===== config.mk =====
export PLATFORM = sky130hd
export DESIGN_NAME = priority_arbiter
export DESIGN_NICKNAME = d
export VERILOG_FILES = /design/src/rtl/priority_arbiter.sv
export SDC_FILE = /design/constraint.sdc
export NUM_CORES = 1
export LEC_CHECK = 0
export ABC_AREA = 1
export CAP_MARGIN = 20
export CORE_UTILIZATION = 39
export CTS_CLUSTER_DIAMETER = 200
export DETAILED_ROUTE_END_ITERATION = 10
export GPL_TIMING_DRIVEN = 0
export PLACE_DENSITY = 0.75
export SETUP_SLACK_MARGIN = 0.4
export SLEW_MARGIN = 20
export SYNTH_ARGS = -nofsm -noshare
export SYNTH_HDL_FRONTEND = slang
export SYNTH_SLANG_ARGS = --single-unit

===== constraint.sdc =====
create_clock -name clk -period 0.85 [get_ports clk]
set_input_delay 0.17 -clock clk [delete_from_list [all_inputs] [get_ports clk]]
set_output_delay 0.17 -clock clk [all_outputs]
set_load 0.03 [all_outputs]

===== src/rtl/priority_arbiter.sv =====
// Two-sensor traffic priority arbiter: synchronizes and debounces the east/west
// vehicle sensors, latches requests, and grants round-robin on each timing_done.

module priority_arbiter_debounce #(
    parameter int DEBOUNCE_CYCLES = 4
) (
    input  logic clk,
    input  logic rst,
    input  logic raw,
    output logic rise
);
    localparam int CW = (DEBOUNCE_CYCLES > 1) ? $clog2(DEBOUNCE_CYCLES) : 1;
    localparam logic [CW-1:0] CNT_LAST = CW'(DEBOUNCE_CYCLES - 1);

    logic [1:0]    sync;
    logic          level;
    logic [CW-1:0] cnt;

    // rise is a one-cycle pulse on the edge the debounced level goes 0->1
    always_ff @(posedge clk) begin
        if (rst) begin
            sync  <= '0;
            level <= 1'b0;
            cnt   <= '0;
            rise  <= 1'b0;
        end else begin
            sync <= {sync[0], raw};
            rise <= 1'b0;
            if (sync[1] == level) begin
                cnt <= '0;
            end else if (cnt == CNT_LAST) begin
                level <= ~level;
                cnt   <= '0;
                rise  <= ~level;
            end else begin
                cnt <= cnt + CW'(1);
            end
        end
    end
endmodule

module priority_arbiter #(
    parameter int DEBOUNCE_CYCLES = 4
) (
    input  logic       clk,
    input  logic       rst,
    input  logic       east_sensor,
    input  logic       west_sensor,
    input  logic       timing_done,
    output logic [1:0] priority_code,
    output logic [1:0] pending,
    output logic       last_grant
);
    localparam int NUM_LANES = 2;

    typedef enum logic [1:0] {
        IDLE = 2'b00,
        EAST = 2'b01,
        WEST = 2'b10
    } state_t;

    state_t                 state;
    logic [NUM_LANES-1:0]   sensor;
    logic [NUM_LANES-1:0]   deb_rise;
    logic [NUM_LANES-1:0]   grant;

    assign sensor = {west_sensor, east_sensor};

    for (genvar i = 0; i < NUM_LANES; i++) begin : g_lane
        priority_arbiter_debounce #(
            .DEBOUNCE_CYCLES(DEBOUNCE_CYCLES)
        ) u_deb (
            .clk  (clk),
            .rst  (rst),
            .raw  (sensor[i]),
            .rise (deb_rise[i])
        );
    end

    // On a tie, serve the side that was not granted last
    always_comb begin
        grant = '0;
        if (timing_done) begin
            case (pending)
                2'b01:   grant = 2'b01;
                2'b10:   grant = 2'b10;
                2'b11:   grant = last_grant ? 2'b01 : 2'b10;
                default: grant = 2'b00;
            endcase
        end
    end

    always_ff @(posedge clk) begin
        if (rst) begin
            state      <= IDLE;
            pending    <= '0;
            last_grant <= 1'b1;
        end else begin
            // A new debounced rise wins over the grant clearing the same side
            pending <= deb_rise | (pending & ~grant);
            if (timing_done) begin
                if (grant[0]) begin
                    state      <= EAST;
                    last_grant <= 1'b0;
                end else if (grant[1]) begin
                    state      <= WEST;
                    last_grant <= 1'b1;
                end else begin
                    state <= IDLE;
                end
            end
        end
    end

    assign priority_code = state;
endmodule


==> summary.log, run 1 <==
[status] result of the run finished, violations left
[status] failing checks negative setup slack
[clock_network] hold buffer count at cts 0
[floorplanning] Die ar. 0.00172 mm^2
[floorplanning] effective utilization at floorplan 44.1%
[job] number of violations of the max-capacitance limit 0
[clock_network] clock edge transition at the registers on the reported setup and hold paths 90 ps
[timing] Worst Tran Pin Value 267 ps
[cells_and_area] layout net count 98
[setup_path] data arrival time at the worst-slack endpoint 770 ps
[global_route] antenna violations before repair 0
[setup_path] cells traversed along the worst timing path buf_6
[timing] final count of hold timing violations 0
[floorplanning] Core Region 0.00138 mm^2
[route] DRC marker count from the first detailed-route iteration 9
[route] count of nets left with antenna violations after detail routing 0
[global_route] vias in the first global route 408
[clock_network] clock tree from TritonCTS done
[setup_path] worst-path maximum fanout 2
[cells_and_area] count of fill cells added during filler insertion 123
[global_route] global-route wire length before repair 1680 um
[synth] post-synthesis instance area 609 um^2
[placed_design] pre-CTS setup slack -346 ps
[placed_design] GPL Wtd Cong 0.690
[timing] setup repair after global routing missed its margin yes
[placed_design] input/output buffers 9
[setup_path] category of the worst setup path launch point register
[route] detailed-route DRC error count 0
[cells_and_area] post-route standard cell area excluding fillers 952 um^2
[power] total power 1290 uW
[cells_and_area] Area Overhead vs Synth 56.3%
[clock_network] H-Tree Depth 1
[timing] period utilization 111%
[floorplanning] vertical die dimension 41.5 um
[power] power density of the placed cells 1350 mW/mm^2
[setup_path] type of destination of the critical path output pin
[worst_hold_path] Hold Path Class in2reg
[clock_network] Clock Sinks 17
[setup_path] total buffers and inverters traversed by the critical path 1
[setup_path] worst path required time 680 ps
[cells_and_area] proportion of layout cells with a drive suffix above 1 61.1%
[synth] flip-flop and latch count after synthesis 17
[setup_path] launching point of the worst reg2reg path last_grant
[setup_path] stage delay of the slowest cell on the critical path 360 ps
[timing] worst clock skew 7.38 ps
[timing] peak clock frequency supported by timing 1.06 GHz
[cells_and_area] multi-input combinational cell area 325 um^2
[setup_path] critical path type reg2out
[global_route] overall fraction of global-route tracks in use 13.0%
[clock_network] number of buffers inserted during clock tree synthesis 3
[timing] Worst Setup Slack, final -91.5 ps
[floorplanning] die boundary width 41.5 um
[synth] number of warnings reported in the yosys synthesis log 0
[setup_path] crit-path leading delay family flip-flops
[placed_design] standard cell area after detailed placement 795 um^2
[clock_network] worst-skew pair later-pin latency 280 ps
[clock_network] Clock Path Buffers 2
[worst_hold_path] min-delay src rst
[synth] mean area per synthesized cell 8.70 um^2
[timing] pins over their slew limit 0
[power] static power due to leakage 0.000400 uW
[timing] Min Hold Slack 174 ps
[synth] number of nets produced by synthesis 77
[floorplanning] Boundary Pins 10
[synth] Post-Synthesis Cells 70
[timing] fin crit period 942 ps
[timing] sum of negative setup slack -505 ps
[clock_network] Root Buffer clkbuf_4
[route] average via count per standard cell 4.70
[synth] sequential-to-total area share from yosys stat 55.9%
[route] number of optimization iterations in the first detailed-route pass 3
[global_route] largest net degree at the start of global routing 10
[timing] setup violators final 9
[placed_design] post-detail-place hpwl 617 um
[global_route] remaining global-route overflow 0
[route] Routed WL 996 um
[power] largest vdd supply drop 0.984 mV
[timing] Relative slew margins 82.2%
[setup_path] critical path launch point last_grant
[route] routed via count 494
[cells_and_area] combined flip-flop and latch cell area 372 um^2
[cells_and_area] n_diodes 0
[floorplanning] number of core rows 13
[synth] number of distinct library cells after synthesis 14
[route] routed wire length per instance 9.49 um
[setup_path] highest-delay cell along the critical path dfxtp_4
==> flip-flops by register name, indices dropped and copies added, names as in the netlist <==
signal / flops
g_lane.u_deb.cnt: 4
g_lane.u_deb.sync: 4
g_lane.u_deb.level: 2
g_lane.u_deb.rise: 2
pending: 2
priority_code: 2
last_grant: 1
==> cell families (layout without fill, tap and decap cells) <==
group | after synthesis | count (layout) | share of synthesized area, %
compound gates | 5 | 5 | 5.34
xor+xnor | 2 | 2 | 2.88
fa+ha+maj | 2 | 2 | 4.11
buf+inv | 14 | 34 | 9.86
flops | 17 | 17 | 55.9
simple gates | 30 | 30 | 22.0
==> placed cells by master (no fill, tap or decap), drive strengths merged <==
| cell type | synthesis | final |
|---|---|---|
| buf | 1 | 14 |
| o21ai | 1 | 1 |
| clkbuf | 0 | 4 |
| ha | 2 | 2 |
| a21oi | 3 | 3 |
| dlymetal6s2s | 0 | 1 |
| dfxtp | 17 | 17 |
| nand2 | 9 | 9 |
| inv | 13 | 13 |
| nor4 | 1 | 1 |
| dlygate4sd2 | 0 | 2 |
| xor2 | 2 | 2 |
| nor2 | 12 | 12 |
| nand3 | 8 | 8 |
| o31ai | 1 | 1 |
==> worst reg2reg max path, delay by kind of cell (launching register included) <==
kind / cells / cell delay (ps)
DFF: 1 / 360
buffers and inverters: 2 / 200
and+or+nand+nor: 3 / 170
AOI/OAI and AO/OA: 1 / 110
==> Yosys cell counts <==
| master | n | area [um^2] |
|---|---|---|
| dfxtp_1 | 17 | 340 |
| inv_1 | 12 | 45.0 |
| nor2_1 | 11 | 41.3 |
| nand2_1 | 9 | 33.8 |
| nand3_1 | 8 | 40.0 |
| a21oi_1 | 3 | 15.0 |
| ha_1 | 2 | 25.0 |
| xor2_1 | 2 | 17.5 |
| buf_6 | 1 | 11.3 |
| inv_2 | 1 | 3.75 |
| nor2_2 | 1 | 6.26 |
| nor4_2 | 1 | 12.5 |
| o21ai_0 | 1 | 5.00 |
| o31ai_2 | 1 | 12.5 |
==> per-stage QoR <==
step / std cells / utilization, %
after global routing: 105 / 68.9
after CTS: 104 / 64.2
after floorplan: 70 / -
after global placement: 94 / 57.5
after detailed placement: 94 / 57.5
final: 105 / 68.9
==> worst paths after layout <==
path	end	slack, ps	cells past startpoint
max reg2reg	pending[0]	-40	6
min reg2reg	g_lane[0].u_deb.sync[1]	390	2
min	last_grant	170	3
max	last_grant	-90	1
==> report_power, final <==
part	switching, uW	leakage, uW	total [uW]	internal, uW
registers	7.98	0.000145	798	790
logic	39.6	0.000240	75.2	35.7
clock network	230	0.0000150	412	182
total	278	0.000400	1290	1010
==> layer usage <==
metal	share of wire, %	routed length [um]	vias up	track usage (%)
li1	-	-	258	-
met1	42	421	221	15.4
met5	0	0	-	0
met3	3.8	38	4	2.61
met4	3.0	30	0	11.6
met2	51	506	11	19.7
==> timing repair <==
item | 4_1_cts | 5_1_grt
setup endpoints to repair | 22 | 20
setup buffers | 6 | 1
pin swaps | 4 | 4
resized for setup | 46 | 16
==> final cells by class <==
type,instances,share of cell area [%]
clock buffer,4,2.76
sequential,17,39.0
inverter,13,5.39
buffer,1,1.18
multi-input combinational,39,34.2
timing repair buffer,16,15.5
tap,15,1.97
(Power assumes the default switching activity.)
==> run 2: changes to the inputs <==
--- a/config.mk
+++ b/config.mk
@@ -7,8 +7,10 @@
 export LEC_CHECK = 0
 export ABC_AREA = 1
 export CAP_MARGIN = 20
+export CORE_MARGIN = 2
 export CORE_UTILIZATION = 39
 export CTS_CLUSTER_DIAMETER = 200
+export CTS_CLUSTER_SIZE = 24
 export DETAILED_ROUTE_END_ITERATION = 10
 export GPL_TIMING_DRIVEN = 0
 export PLACE_DENSITY = 0.75
@@ -16,4 +18,5 @@
 export SLEW_MARGIN = 20
 export SYNTH_ARGS = -nofsm -noshare
 export SYNTH_HDL_FRONTEND = slang
+export SYNTH_HIERARCHICAL = 1
 export SYNTH_SLANG_ARGS = --single-unit
==> run 2 against run 1 <==
- the run still ends with negative setup slack left
- first-iteration DRC count decreased by 78%
- critical path type unchanged
- global-route usage decreased by 1.3 points
- design area decreased by 3.9%
- synthesized cell count increased by 8.6%
- critical endpoint is now pending[1]
- via count rose by 1.6%
==> summary.log, run 2 <==
[global_route] met3 usage in global routing 5.00%
[floorplanning] effective utilization at floorplan 41.5%
[placed_design] GPL Wtd Cong 0.687
[timing] Worst Tran Pin Value 327 ps
[route] DRC marker count from the first detailed-route iteration 2
[power] share of total power consumed by net switching 21.0%
[global_route] largest net degree at the start of global routing 15
[floorplanning] Core Region 0.00149 mm^2
[global_route] vias in the first global route 416
[floorplanning] number of core rows 14
[setup_path] total buffers and inverters traversed by the critical path 1
[setup_path] worst path required time 680 ps
[power] clock share of power 32.0%
[synth] most used flip-flop cell after synthesis dfxtp_1
[clock_network] Clock Sinks 17
[cells_and_area] top flop regs g_lane.u_deb/cnt: 4 flops, g_lane.u_deb/sync: 4 flops
[floorplanning] die boundary width 43.8 um
[cells_and_area] non-filler cells, final 109
[route] average via count per standard cell 4.61
[synth] dominant cells by area after synthesis dfxtp_1, inv_1, nand2_1, nor2_1, a21oi_1
[synth] flip-flop and latch count after synthesis 17
[route] Routed WL 1060 um
[timing] worst clock skew 0.506 ps
[setup_path] cells traversed along the worst timing path buf_6
[clock_network] clock edge transition at the registers on the reported setup and hold paths 90 ps
[synth] number of nets produced by synthesis 83
[setup_path] critical path type reg2out
[timing] Worst Setup Slack, final -82.9 ps
[global_route] global-route wire length before repair 1610 um
[floorplanning] Die ar. 0.00192 mm^2
[setup_path] stage delay of the slowest cell on the critical path 360 ps
[floorplanning] vertical die dimension 43.8 um
[route] count of nets left with antenna violations after detail routing 0
[synth] post-synth top area share 55.1%
[global_route] antenna violations before repair 0
[synth] number of distinct library cells after synthesis 13
[cells_and_area] Final Util 61.4%
[timing] sum of negative setup slack -445 ps
[clock_network] Root Buffer clkbuf_4
[timing] pins over their slew limit 0
[timing] Min Hold Slack 207 ps
[status] result of the run finished, violations left
[placed_design] input/output buffers 9
[timing] peak clock frequency supported by timing 1.07 GHz
[power] sequential group share of total power 63.3%
[timing] setup violators final 7
[global_route] remaining global-route overflow 0
[timing] fin crit period 933 ps
[global_route] met2 Track Usage GR 17.9%
[setup_path] type of destination of the critical path output pin
[timing] Relative slew margins 78.2%
[clock_network] number of buffers inserted during clock tree synthesis 3
[power] net switching power figure 265 uW
[floorplanning] Boundary Pins 10
[placed_design] post-detail-place hpwl 657 um
[setup_path] crit-path leading delay family flip-flops
[clock_network] H-Tree Depth 1
[synth] Post-synth ARST share 0%
[cells_and_area] commonest non-fill, non-tap cells in the layout inv_1, nor2_1, nand2_1, dfxtp_1, buf_6
[power] power density of the placed cells 1380 mW/mm^2
[worst_hold_path] Hold Path Class in2reg
[global_route] overall fraction of global-route tracks in use 11.8%
[synth] Post-Synthesis Cells 76
[timing] setup repair after global routing missed its margin yes
[placed_design] pre-CTS setup slack -563 ps
[synth] number of warnings reported in the yosys synthesis log 6
[setup_path] worst-path maximum fanout 2
[power] portion of total power attributed to combinational logic 4.7%
[clock_network] clock tree from TritonCTS done
[setup_path] data arrival time at the worst-slack endpoint 760 ps
[synth] mean area per synthesized cell 8.13 um^2
[timing] final count of hold timing violations 0
[global_route] met1 GRT Util 12.7%
[cells_and_area] layout net count 101
[power] Int Pwr 998 uW
[clock_network] Clock Path Buffers 2
[route] detailed-route DRC error count 0
[cells_and_area] n_diodes 0
[power] static power due to leakage 0.000376 uW
[job] number of violations of the max-capacitance limit 0
[cells_and_area] proportion of layout cells with a drive suffix above 1 53.8%
[route] routed wire length per instance 9.69 um
[global_route] most used routing layer in global routing met2
[route] routed via count 502
[synth] count of flip-flops with a built-in enable after synthesis 0
[setup_path] highest-delay cell along the critical path dfxtp_4
[status] failing checks negative setup slack
[route] number of optimization iterations in the first detailed-route pass 4
[setup_path] r2r setup slk -20 ps
[power] largest vdd supply drop 1.01 mV
[cells_and_area] Area Overhead vs Synth 48.0%
[placed_design] placed cell count 101
[synth] library cell with the largest summed area after synthesis dfxtp_1
[synth] most used standard cell by instance count after synthesis dfxtp_1
[clock_network] worst-skew pair later-pin latency 280 ps
[timing] period utilization 110%
[synth] post-synthesis instance area 618 um^2
[synth] Commonest cells post-synth dfxtp_1, inv_1, nand2_1
[setup_path] category of the worst setup path launch point register
[synth] sequential-to-total area share from yosys stat 55.1%
-- run 2: cell types whose count changed after synthesis, moves of 2 or more --
cell / change
nand2_1: +3
a21oi_1: +2
nand2_2: +2
nor3_1: +2
nand3_2: +2
xor2_1: -2
nand3_1: -3
inv_1: +2
-- run 2: kinds of logic (layout without fill, tap and decap cells) --
group                    count (synthesis)  count (layout)  synth area share, %
buffers and inverters                   16              33                 9.72
adder cells (fa/ha/maj)                  2               2                 4.05
AO/OA/AOI/OAI                            6               6                 4.86
flip-flops                              17              17                 55.1
AND/OR/NAND/NOR                         35              35                 26.3
-- run 2: worst paths after layout --
check             cells past startpoint                      end                    start
hold reg to reg                       2  g_lane[1].u_deb/sync[1]  g_lane[1].u_deb/sync[0]
setup reg to reg                      6               pending[0]               last_grant
hold / removal                        3  g_lane[0].u_deb/sync[0]              east_sensor
setup / recovery                      1               pending[1]               pending[1]
-- run 2: repair_timing --
| item | 4_1_cts | 5_1_grt |
|---|---|---|
| hold endpoints to repair | 0 | 0 |
| hold buffers | 0 | 0 |
| resized for setup | 50 | 11 |
| pin swaps | 2 | 4 |
| setup buffers | 3 | 1 |
| endpoints found under the setup margin | 22 | 20 |
-- run 2: cell type report --
cell class	instances	area (um^2)
Sequential cell	17	365
Clock buffer	4	26.3
Timing Repair Buffer	13	129
Inverter	16	60.1
Multi-Input combinational cell	43	314
Fill cell	120	574
Tap cell	16	20.0
-- run 2: worst min-delay path, delay by kind of cell --
kind | cells | cell delay, ps
buffers and inverters | 2 | 220
AND/OR/NAND/NOR | 1 | 60
-- run 2: per-layer routing --
layer | vias to the layer above | wire length [um]
li1 | 265 | -
met1 | 226 | 484
met2 | 9 | 523
met3 | 2 | 33
met4 | 0 | 14
met5 | - | 0
-- run 2: stage by stage --
stage / area (um^2) / total power (uW)
after global routing: 915 / 1350
after detailed placement: 793 / 878
after global placement: 793 / 876
after CTS: 865 / 1290
final: 915 / 1260
after floorplan: 683 / 842
-- run 2: power groups by stage --
stage | Combinational (uW) | Sequential [uW] | Clock (uW)
after detailed placement | 59.8 | 818 | 0
after global placement | 58.1 | 818 | 0
final | 59.5 | 800 | 404
after global routing | 66.9 | 802 | 483
after CTS | 57.8 | 799 | 430
after floorplan | 25.4 | 817 | 0
